==> config.mk <==
export PLATFORM = sky130hd
export DESIGN_NAME = id_ex_decode
export DESIGN_NICKNAME = d
export VERILOG_FILES = /design/src/rtl/pipe_pkg.sv /design/src/rtl/id_hazard_tracker.sv /design/src/rtl/id_ex_decode.sv
export SDC_FILE = /design/constraint.sdc
export NUM_CORES = 1
export LEC_CHECK = 0
export ABC_CLOCK_PERIOD_IN_PS = 5600
export CORE_MARGIN = 2
export CORE_UTILIZATION = 45
export CTS_CLUSTER_DIAMETER = 100
export DETAILED_ROUTE_END_ITERATION = 8
export PLACE_DENSITY = 0.87
export RECOVER_POWER = 25
export SYNTH_ARGS = -nofsm -noshare
export SYNTH_HDL_FRONTEND = slang
export SYNTH_HIERARCHICAL = 1
export SYNTH_SLANG_ARGS = --single-unit
==> constraint.sdc <==
create_clock -name clk -period 5.6 [get_ports clk]
set_clock_uncertainty 0.05 [all_clocks]
set_input_delay 0.56 -clock clk [delete_from_list [all_inputs] [get_ports clk]]
set_output_delay 0.56 -clock clk [all_outputs]
set_load 0.01 [all_outputs]
==> src/rtl/pipe_pkg.sv <==
//------------------------------------------------------------------------------
// Module   : pipe_pkg
// Brief    : Opcode, ALU-control and instruction-field constants for the decode
//            stage, plus the ID/EX payload type.
// Revision : 1.0 - initial release
//------------------------------------------------------------------------------
`default_nettype none

package pipe_pkg;

  localparam logic [3:0] c_OP_ADD  = 4'h0;
  localparam logic [3:0] c_OP_SUB  = 4'h1;
  localparam logic [3:0] c_OP_OR   = 4'h2;
  localparam logic [3:0] c_OP_AND  = 4'h3;
  localparam logic [3:0] c_OP_ADDI = 4'h4;
  localparam logic [3:0] c_OP_BR   = 4'h5;
  localparam logic [3:0] c_OP_NOP  = 4'hF;

  // Codes must match the EX-stage ALU
  localparam logic [1:0] c_ALU_ADD = 2'b00;
  localparam logic [1:0] c_ALU_SUB = 2'b01;
  localparam logic [1:0] c_ALU_OR  = 2'b10;
  localparam logic [1:0] c_ALU_AND = 2'b11;

  localparam int c_OP_MSB  = 31;
  localparam int c_OP_LSB  = 28;
  localparam int c_RD_MSB  = 27;
  localparam int c_RD_LSB  = 23;
  localparam int c_RS1_MSB = 22;
  localparam int c_RS1_LSB = 18;
  localparam int c_RS2_MSB = 17;
  localparam int c_RS2_LSB = 13;

  typedef struct packed {
    logic [31:0] alu_a;
    logic [31:0] alu_b;
    logic [1:0]  alu_ctrl;
    logic [4:0]  rd;
    logic        is_branch;
  } idex_t;

endpackage

`default_nettype wire

==> src/rtl/id_hazard_tracker.sv <==
//------------------------------------------------------------------------------
// Module   : id_hazard_tracker
// Brief    : WB_DEPTH-deep shift of destination registers still in flight to the
//            register file; flags source registers that match a pending write.
// Revision : 1.0 - initial release
//------------------------------------------------------------------------------
`default_nettype none

module id_hazard_tracker #(
  parameter int WB_DEPTH = 2
) (
  input  logic       clk,
  input  logic       rst,
  input  logic [4:0] push_rd,
  input  logic [4:0] rs1,
  input  logic [4:0] rs2,
  output logic       rs1_hit,
  output logic       rs2_hit
);

  logic [WB_DEPTH-1:0][4:0] r_pipe;

  generate
    if (WB_DEPTH > 1) begin : g_multi
      always_ff @(posedge clk or posedge rst) begin
        if (rst) r_pipe <= '0;
        else     r_pipe <= {r_pipe[WB_DEPTH-2:0], push_rd};
      end
    end else begin : g_single
      always_ff @(posedge clk or posedge rst) begin
        if (rst) r_pipe <= '0;
        else     r_pipe <= push_rd;
      end
    end
  endgenerate

  // r0 is hard-wired, so it never produces a match
  always_comb begin
    rs1_hit = 1'b0;
    rs2_hit = 1'b0;
    for (int i = 0; i < WB_DEPTH; i++) begin
      if (rs1 != 5'd0 && r_pipe[i] == rs1) rs1_hit = 1'b1;
      if (rs2 != 5'd0 && r_pipe[i] == rs2) rs2_hit = 1'b1;
    end
  end

endmodule

`default_nettype wire

==> src/rtl/id_ex_decode.sv <==
//------------------------------------------------------------------------------
// Module   : id_ex_decode
// Brief    : Combinational instruction decode feeding the ID/EX register, with
//            RAW interlock against in-flight writebacks and branch flush.
// Revision : 1.0 - initial release
//------------------------------------------------------------------------------
`default_nettype none

module id_ex_decode
  import pipe_pkg::*;
#(
  parameter int WB_DEPTH = 2,
  parameter int IMM_W    = 13
) (
  input  logic        clk,
  input  logic        rst,
  input  logic        in_valid,
  output logic        in_ready,
  input  logic [31:0] instr,
  output logic [4:0]  rs1_addr,
  output logic [4:0]  rs2_addr,
  input  logic [31:0] rs1_data,
  input  logic [31:0] rs2_data,
  output logic        out_valid,
  input  logic        out_ready,
  output logic [31:0] alu_a,
  output logic [31:0] alu_b,
  output logic [1:0]  alu_ctrl,
  output logic [4:0]  rd_out,
  output logic        is_branch,
  input  logic        flush
);

  logic [3:0]  w_op;
  logic [4:0]  w_rd;
  logic [31:0] w_imm_sext;
  idex_t       w_dec;
  logic        w_use_rs1;
  logic        w_use_rs2;
  logic        w_rs1_hit;
  logic        w_rs2_hit;
  logic        w_hazard;
  logic        w_xfer;
  logic        w_accept;
  logic [4:0]  w_push_rd;

  logic        r_valid;
  idex_t       r_out;

  assign w_op       = instr[c_OP_MSB:c_OP_LSB];
  assign w_rd       = instr[c_RD_MSB:c_RD_LSB];
  assign rs1_addr   = instr[c_RS1_MSB:c_RS1_LSB];
  assign rs2_addr   = instr[c_RS2_MSB:c_RS2_LSB];
  assign w_imm_sext = {{(32-IMM_W){instr[IMM_W-1]}}, instr[IMM_W-1:0]};

  always_comb begin
    w_dec     = '0;
    w_use_rs1 = 1'b0;
    w_use_rs2 = 1'b0;
    case (w_op)
      c_OP_ADD, c_OP_SUB, c_OP_OR, c_OP_AND: begin
        w_use_rs1      = 1'b1;
        w_use_rs2      = 1'b1;
        w_dec.alu_a    = rs1_data;
        w_dec.alu_b    = rs2_data;
        w_dec.rd       = w_rd;
        // Reg-reg opcodes are numbered in ALU-control order
        w_dec.alu_ctrl = w_op[1:0];
      end
      c_OP_ADDI: begin
        w_use_rs1      = 1'b1;
        w_dec.alu_a    = rs1_data;
        w_dec.alu_b    = w_imm_sext;
        w_dec.alu_ctrl = c_ALU_ADD;
        w_dec.rd       = w_rd;
      end
      c_OP_BR: begin
        w_use_rs1       = 1'b1;
        w_use_rs2       = 1'b1;
        w_dec.alu_a     = rs1_data;
        w_dec.alu_b     = rs2_data;
        w_dec.alu_ctrl  = c_ALU_SUB;
        w_dec.is_branch = 1'b1;
      end
      default: w_dec = '0;
    endcase
  end

  assign w_xfer    = r_valid & out_ready;
  assign w_push_rd = w_xfer ? r_out.rd : 5'd0;

  id_hazard_tracker #(
    .WB_DEPTH (WB_DEPTH)
  ) u_tracker (
    .clk     (clk),
    .rst     (rst),
    .push_rd (w_push_rd),
    .rs1     (rs1_addr),
    .rs2     (rs2_addr),
    .rs1_hit (w_rs1_hit),
    .rs2_hit (w_rs2_hit)
  );

  // The op sitting in ID/EX has not entered the tracker yet, so check it too
  always_comb begin
    w_hazard = 1'b0;
    if (w_use_rs1 && rs1_addr != 5'd0 &&
        (w_rs1_hit || (r_valid && r_out.rd == rs1_addr)))
      w_hazard = 1'b1;
    if (w_use_rs2 && rs2_addr != 5'd0 &&
        (w_rs2_hit || (r_valid && r_out.rd == rs2_addr)))
      w_hazard = 1'b1;
  end

  assign in_ready = ~w_hazard & (~r_valid | out_ready) & ~flush;
  assign w_accept = in_valid & in_ready;

  always_ff @(posedge clk or posedge rst) begin
    if (rst) begin
      r_valid <= 1'b0;
      r_out   <= '0;
    end else if (flush) begin
      r_valid <= 1'b0;
    end else if (w_accept) begin
      r_valid <= 1'b1;
      r_out   <= w_dec;
    end else if (out_ready) begin
      r_valid <= 1'b0;
    end
  end

  assign out_valid = r_valid;
  assign alu_a     = r_out.alu_a;
  assign alu_b     = r_out.alu_b;
  assign alu_ctrl  = r_out.alu_ctrl;
  assign rd_out    = r_out.rd;
  assign is_branch = r_out.is_branch;

endmodule

`default_nettype wire

==> results.json, run 1 <==
{
  "met2_length_um": 5630,
  "cp_data_required_time_ps": 4990,
  "totalPowerFinal_uw": 1630,
  "root_buffer": "clkbuf_8",
  "drc_errors": 0,
  "drtAntennaViolNets": 0,
  "fillers": 737,
  "synthCells": 389,
  "die_w_um": 101,
  "tightestPinTransition_ps": 930,
  "n_antenna_cell": 0,
  "ctsResizeCount": 0,
  "cp-start-kind": "input port",
  "synth_flop_cell": "dfrtp_1",
  "gr-usage-all-layers_pct": 21.9,
  "clock-sinks": 83,
  "utilization_pct": 67.7,
  "synthArstFlopShare_pct": 100,
  "grt_max_degree": 74,
  "drt_iter0_drc": 134,
  "drive_gt1_share_pct": 6.21,
  "htree_num_levels": 3,
  "status": "finished clean",
  "start_util_pct": 46.0,
  "grt_pass1_vias": 3629,
  "grt.overflow.total": 0,
  "setup_viol": 0,
  "area_growth_syn_to_layout_pct": 47.4,
  "reg2reg_from": "u_tracker/r_pipe[1]",
  "rows": 35,
  "nNetsFinal": 663,
  "routabilityCongestion": 0.948,
  "vias": 3442,
  "seq_area_frac_synth_pct": 49.4,
  "core_region_area_um2": 9150,
  "yosys_warnings": 6,
  "post_synth.cell_area_avg_um2": 10.8,
  "clk_path_buf_depth": 2,
  "wl_per_cell_um": 16.5,
  "wl_met3_um": 776,
  "syn-num-nets": 490,
  "finalSetupTns_ps": 0,
  "final_cells": 675,
  "place_hpwl_um": 8110,
  "cp-end-kind": "primary output",
  "ys_ff_latch": 83,
  "max_freq_ghz": 0.274,
  "cts_buffers": 9,
  "synthDistinctLibCells": 36,
  "cp.arrival_ps": 3040,
  "fin_crit_sh_pct": 65.1,
  "num_io_pins": 185,
  "dp.cells": 662,
  "min_from": "u_tracker/r_pipe[1]",
  "path_clk_slew_ps": 80,
  "drt-total-wl_um": 11100,
  "cts.hold.buffers_added": 0,
  "synth_edf_count": 0,
  "final_hold_viol_count": 0,
  "dr.pass1.iters": 4,
  "die_y_um": 101,
  "die-area_um2": 10100,
  "routed.top_layer": "met4",
  "fin_crit_ps": 3650,
  "rsz0062_at_grt": "no",
  "m1WireLength_um": 4480,
  "portBuffers": 184,
  "worstPathMaxFanout": 6,
  "drv_cap": 0,
  "peakVddDrop_mv": 0.133,
  "antenna_found_initial": 0,
  "slew_headroom_pct": 38.0,
  "crit_path_start": "instr[14]",
  "clock_latency_ps": 340,
  "syn-cell-area_um2": 4210,
  "drt-vias-per-instance": 5.10,
  "hp-class": "register to register",
  "grt_pass1_wl_um": 17400,
  "post_cts_buffers": 0,
  "slew_viol_final": 0,
  "leakagePower_uw": 0.00269,
  "cts_tree": "built",
  "holdWs_ps": 401,
  "crit_type": "input port to primary output",
  "powerDensity_nw_per_um2": 263
}
[cells in the final DEF (no fill, tap or decap), types with 2 or more instances in the layout]
| master | synthesis | routed |
|---|---|---|
| clkdlybuf4s50_1 | 0 | 182 |
| dfrtp_1 | 83 | 83 |
| inv_1 | 62 | 61 |
| mux2i_1 | 58 | 58 |
| nand2_1 | 39 | 39 |
| a21oi_1 | 23 | 23 |
| xnor2_1 | 15 | 15 |
| a22o_1 | 13 | 13 |
| mux2_4 | 12 | 12 |
| xor2_1 | 12 | 12 |
| clkbuf_8 | 0 | 9 |
| nor3_1 | 5 | 5 |
| and3_1 | 5 | 5 |
| nand2b_1 | 4 | 4 |
| buf_4 | 10 | 4 |
| nand3_1 | 4 | 4 |
| or4_1 | 3 | 3 |
| nor2_1 | 3 | 3 |
| a21oi_2 | 3 | 2 |
| and2_1 | 2 | 2 |
| mux2_2 | 2 | 2 |
| dlygate4sd3_1 | 0 | 2 |
[worst max-delay path, stage by stage]
cell and delay, ps:
clkdlybuf4s50_1 550, or4_1 570, nor2_1 100, a21oi_1 50, inv_1 70, o41ai_2 100
and2_1 190, nor4bb_1 270, clkdlybuf4s50_1 590
[kinds of logic (layout without fill, tap and decap cells)]
group,after synthesis,count (layout),synth area share [%]
AO/OA/AOI/OAI,48,48,7.79
XOR/XNOR,27,27,5.62
buffers and inverters,89,264,10.7
flip-flops,83,83,49.4
multiplexers,72,72,18.6
AND/OR/NAND/NOR,70,70,7.91
[final timing paths]
check                                           end  slack (ps)  cells after the start
worst max-delay path                       in_ready        1950                      9
worst min-delay path            u_tracker/r_pipe[6]         400                      0
worst max register to register            is_branch        3030                      9
worst min register to register  u_tracker/r_pipe[6]         400                      0
max in group asynchronous                 out_valid        3970                      3
min in group asynchronous       u_tracker/r_pipe[9]         610                      2
[area by class of cell]
type                            count  area [µm²]  area share, %
Clock buffer                       10         128           2.06
Multi-Input combinational cell    217        1690           27.2
Tap cell                          111         139           2.24
Sequential cell                    83        2080           33.5
Clock inverter                      3        42.5          0.686
Inverter                           62         233           3.75
Timing Repair Buffer              189        1890           30.5
[per-stage QoR]
step                      instance area, µm²  setup slack [ps]
after floorplan                         4210              3060
after global placement                  6030              1980
after detailed placement                6030              1960
after CTS                               6200              1960
after global routing                    6200              1840
final                                   6200              1950
[where the power goes]
part	total (µW)	internal (µW)	leakage (µW)	switching, µW
Combinational	495	292	0.00151	203
Sequential	735	680	0.00110	54.6
Clock	399	198	0.0000841	200
[flip-flops by register name (all words and copies together), names as in the netlist]
register and count:
alu_b 32, rd_out 5, is_branch 1, alu_a 32, out_valid 1, alu_ctrl 2, u_tracker/r_pipe 10
[cells in the mapped netlist, types with 6 or more instances]
master / instances / share of area [%]
dfrtp_1: 83 / 49
inv_1: 62 / 5.5
mux2i_1: 58 / 14
nand2_1: 39 / 3.5
a21oi_1: 23 / 2.7
xnor2_1: 15 / 3.1
a22o_1: 13 / 2.7
mux2_4: 12 / 4.3
xor2_1: 12 / 2.5
buf_4: 10 / 1.8
clkbuf_1: 9 / 0.80
buf_6: 6 / 1.6
[layer usage]
| metal | GRT usage [%] | vias to the layer above |
|---|---|---|
| met1 | 26.4 | 1686 |
| met5 | 0 | - |
| met2 | 37.5 | 128 |
| met4 | 8.85 | 0 |
| met3 | 5.55 | 20 |
| li1 | - | 1608 |
No activity file was read; power rests on OpenSTA's default activity.
==> run 2, diff against run 1 <==
--- a/config.mk
+++ b/config.mk
@@ -5,12 +5,12 @@
 export SDC_FILE = /design/constraint.sdc
 export NUM_CORES = 1
 export LEC_CHECK = 0
-export ABC_CLOCK_PERIOD_IN_PS = 5600
+export ABC_CLOCK_PERIOD_IN_PS = 3300
 export CORE_MARGIN = 2
-export CORE_UTILIZATION = 45
+export CORE_UTILIZATION = 38
 export CTS_CLUSTER_DIAMETER = 100
 export DETAILED_ROUTE_END_ITERATION = 8
-export PLACE_DENSITY = 0.87
+export PLACE_DENSITY = 0.79
 export RECOVER_POWER = 25
 export SYNTH_ARGS = -nofsm -noshare
 export SYNTH_HDL_FRONTEND = slang
==> constraint.sdc (replaced) <==
create_clock -name clk -period 3.3 [get_ports clk]
set_clock_uncertainty 0.05 [all_clocks]
set_input_delay 0.33 -clock clk [delete_from_list [all_inputs] [get_ports clk]]
set_output_delay 0.33 -clock clk [all_outputs]
set_load 0.01 [all_outputs]
==> results.json, run 2 (synthesis gave the netlist of run 1 again) <==
{
  "status": "finished clean",
  "worstPathMaxFanout": 6,
  "place_hpwl_um": 8590,
  "fillers": 938,
  "holdWs_ps": 380,
  "die_w_um": 109,
  "n_antenna_cell": 0,
  "setup_viol": 0,
  "tightestPinTransition_ps": 1230,
  "drc_errors": 0,
  "rows": 38,
  "fin_crit_ps": 3140,
  "start_util_pct": 38.8,
  "htree_num_levels": 3,
  "met2_length_um": 5770,
  "area_growth_syn_to_layout_pct": 50.1,
  "cp_data_required_time_ps": 2920,
  "multiInputGateArea_um2": 1690,
  "nNetsFinal": 670,
  "wl_met3_um": 745,
  "vias": 3459,
  "finalSetupTns_ps": 0,
  "clock-sinks": 83,
  "drt-vias-per-instance": 4.84,
  "die-area_um2": 11900,
  "drive_gt1_share_pct": 7.32,
  "cp-end-kind": "primary output",
  "cp.arrival_ps": 2760,
  "grt_max_degree": 44,
  "m1WireLength_um": 4690,
  "fin_crit_sh_pct": 95.1,
  "antenna_found_initial": 0,
  "wl_per_cell_um": 16.1,
  "crit_chain": "clkdlybuf4s50_1, or4_1, nor2_1, a21oi_1, a41oi_1, or3_1, nor4bb_1, clkdlybuf4s50_1",
  "critPathMostFrequentCell": "clkdlybuf4s50_1",
  "cts_buffers": 9,
  "cts_tree": "built",
  "drt-total-wl_um": 11500,
  "timing.reg2reg.worst_path_depth": 9,
  "routabilityCongestion": 0.927,
  "crit_type": "input port to primary output",
  "clock_latency_ps": 340,
  "cts.hold.buffers_added": 0,
  "leakagePower_uw": 0.00274,
  "path_delay_family": "buffers and inverters",
  "powerDensity_nw_per_um2": 444,
  "peakVddDrop_mv": 0.273,
  "utilization_pct": 58.3,
  "routed.top_layer": "met4",
  "drv_cap": 0,
  "grt_pass1_vias": 3672,
  "slew_viol_final": 0,
  "rsz0062_at_grt": "no",
  "die_y_um": 109,
  "final_cell_mix": "clkdlybuf4s50_1, dfrtp_1, inv_1",
  "grt.overflow.total": 0,
  "crit_buf_inv": 2,
  "num_io_pins": 185,
  "crit_cells": 8,
  "max_freq_ghz": 0.319,
  "root_buffer": "clkbuf_8",
  "portBuffers": 184,
  "post_cts_buffers": 0,
  "ctsResizeCount": 0,
  "final_hold_viol_count": 0,
  "gr-usage-all-layers_pct": 19.4,
  "area.sequential_um2": 2080,
  "cp-start-kind": "input port",
  "core_region_area_um2": 10800,
  "clk_path_buf_depth": 2,
  "hp-class": "input port to async pin",
  "drtAntennaViolNets": 0,
  "path_clk_slew_ps": 70,
  "dr.pass1.iters": 4,
  "drt_iter0_drc": 120,
  "final_common_cell": "clkdlybuf4s50_1",
  "grt_pass1_wl_um": 18000,
  "slew_headroom_pct": 18.0,
  "cp_slowest_cell": "clkdlybuf4s50_1",
  "max_stage_delay_ps": 580
}
## run 2: report_power, final
group	switching [µW]	total (µW)	internal, µW
combinational	345	847	502
sequential	92.1	1250	1150
clock	339	710	371
total	776	2800	2030
## run 2: stage by stage
stage                     setup WS, ps  std cells  total power, µW  cell area, µm²
after floorplan                   1070        389             1620            4210
after global placement             233        698             2100            6140
after detailed placement           200        698             2120            6140
after CTS                          183        714             2840            6330
after global routing              78.0        714             2950            6310
final                              163        714             2800            6310
## run 2: path summary, 6_finish.rpt
| check | startpoint | end | slack (ps) |
|---|---|---|---|
| worst max register to register | u_tracker/r_pipe[1] | alu_b[0] | 820 |
| worst min-delay path | rst | u_tracker/r_pipe[9] | 380 |
| worst max-delay path | instr[20] | in_ready | 160 |
| min in group clk | u_tracker/r_pipe[3] | u_tracker/r_pipe[8] | 400 |
| worst min register to register | u_tracker/r_pipe[3] | u_tracker/r_pipe[8] | 400 |
| max in group asynchronous | rst | out_valid | 770 |
## run 2: per-layer routing
layer / vias to the layer above / GRT usage, %
li1: 1622 / -
met3: 28 / 4.18
met2: 125 / 33.3
met4: 0 / 8.41
met1: 1684 / 23.3
met5: - / 0
## run 2: worst reg2reg max path, delay by kind of cell (launching register included)
kind | cells | cell delay (ps)
compound gates | 4 | 850
xor+xnor | 1 | 180
buf+inv | 1 | 210
flops | 1 | 430
mux | 1 | 330
simple gates | 2 | 310
## run 2: area by class of cell
| cell class | count | area share (%) |
|---|---|---|
| Inverter | 62 | 3.69 |
| Timing Repair Buffer | 196 | 30.9 |
| Clock inverter | 2 | 0.555 |
| Multi-Input combinational cell | 217 | 26.7 |
| Sequential cell | 83 | 32.9 |
| Clock buffer | 14 | 2.42 |
| Tap cell | 140 | 2.77 |
==> patch, RTL diff (settings of run 2) <==
Reset style: synchronous (`rst`), changed in 3 clocked blocks.
--- a/src/rtl/id_hazard_tracker.sv
+++ b/src/rtl/id_hazard_tracker.sv
@@ -22,12 +22,12 @@
 
   generate
     if (WB_DEPTH > 1) begin : g_multi
-      always_ff @(posedge clk or posedge rst) begin
+      always_ff @(posedge clk) begin
         if (rst) r_pipe <= '0;
         else     r_pipe <= {r_pipe[WB_DEPTH-2:0], push_rd};
       end
     end else begin : g_single
-      always_ff @(posedge clk or posedge rst) begin
+      always_ff @(posedge clk) begin
         if (rst) r_pipe <= '0;
         else     r_pipe <= push_rd;
       end
--- a/src/rtl/id_ex_decode.sv
+++ b/src/rtl/id_ex_decode.sv
@@ -115,7 +115,7 @@
   assign in_ready = ~w_hazard & (~r_valid | out_ready) & ~flush;
   assign w_accept = in_valid & in_ready;
 
-  always_ff @(posedge clk or posedge rst) begin
+  always_ff @(posedge clk) begin
     if (rst) begin
       r_valid <= 1'b0;
       r_out   <= '0;
Formal check against the unedited RTL: differs if rst is asserted again (counterexample within 4 cycles, from zero or initial values and one cycle with rst high); with rst held inactive, the same outputs for 4 cycles.
==> patch against run 2 <==
Wire length increased by 3.0%; area after synthesis down 7.0%; worst setup slack got worse by 0.0034 ns; via count increased by 8.4%; final area shrank 4.2%; power is 21% lower; critical path depth grew 1; sequential cell count stayed put; critical endpoint unchanged; highest routed layer unchanged.
==> patch: results (changes against run 2) <==
[outcome]
status = finished clean

[power]
peakVddDrop_uv = 234  ; -14%
powerComb_uw = 436  ; -49%
power.net_switching_uw = 575  ; -26%
pg_clk_uw = 721  ; +2%
p_clk_share_pct = 32.5  ; +7.2 points

[placed_design]
hpwl_mm = 8.83  ; +2.8%
placedCellCount = 727  ; +4.2%
dp_slack_ns = -0.0523  ; -0.252 ns
place_congestion = 0.890  ; -3.9%

[yosys]
synth_mux_area_share_pct = 9.98  ; -8.6 points
async_reset_ff_share_pct = 0  ; -100 points
syn_nets = 532  ; +8.6%
synthXorXnorAreaFrac_pct = 6.72  ; +1.1 points
avgSynthCellArea_sq_um = 9.07  ; -16%
synth_common_cells = dfxtp_1 (83), nand2_1 (60), nand2b_1 (40), mux2i_1 (39), inv_1 (21)
synthTopCellsByArea = dfxtp_1 (42%), mux2i_1 (10%), nand2b_1 (6.4%)
synth_compound_area_share_pct = 13.8  ; +6.0 points
synth-seq-area-share_pct = 42.5  ; -6.9 points

[route]
routed_via_density = 5.05  ; +4.2%
wl_per_cell_microns = 15.9  ; -1.0%

[grt]
gr-usage-met3_pct = 6.12  ; +1.9 points
grt_use_met1_pct = 25.5  ; +2.2 points
grtUsageTotal_pct = 21.0  ; +1.7 points
grt_max_degree = 34  ; -23%
grt_util_met2_pct = 36.1  ; +2.9 points
first_global_vias = 3806  ; +3.6%
grt_pass1_wl_mm = 18.9  ; +4.7%

[sta]
fin_crit_ns = 3.14  ; +0.00341 ns
max_slew.worst_pin.slew_ns = 1.18  ; -0.0441 ns

[layout]
nets = 703  ; +4.9%
n_fill_cell = 833  ; -11%

[worst_setup_path]
r2r_end = alu_b[1]
worst_path_largest_cell_delay_ns = 0.54  ; -0.04 ns
r2r-start = u_tracker/r_pipe[1]

[hold_path]
hp-class = register to register

patch: how the worst min path moves through the flow:
stage | from | endpoint | slack (ns) | cells past startpoint
6_report | alu_b[24] | alu_b[24] | 0.42 | 2
5_1_grt | alu_b[20] | alu_b[20] | 0.44 | 2
2_1_floorplan | rst | u_tracker/r_pipe[0] | 0.35 | 1
3_3_place_gp | alu_b[24] | alu_b[24] | 0.40 | 2
3_5_place_dp | alu_b[21] | alu_b[21] | 0.41 | 2
4_1_cts | alu_b[24] | alu_b[24] | 0.42 | 2
patch: layout make-up:
type                            instances  area, sq um  share of cell area (%)
Timing Repair Buffer                  200         1980                    32.7
Multi-Input combinational cell        287         1970                    32.5
Sequential cell                        83         1660                    27.5
Tap cell                              136          170                    2.81
Clock buffer                           10          128                    2.11
Inverter                               21         78.8                    1.30
Clock inverter                          6         66.3                    1.10
patch: routing by layer:
metal / part of all wire, % / routed length, microns
met1: 43 / 5030
met2: 48 / 5710
met3: 7.7 / 910
met4: 1.5 / 174
met5: 0 / 0
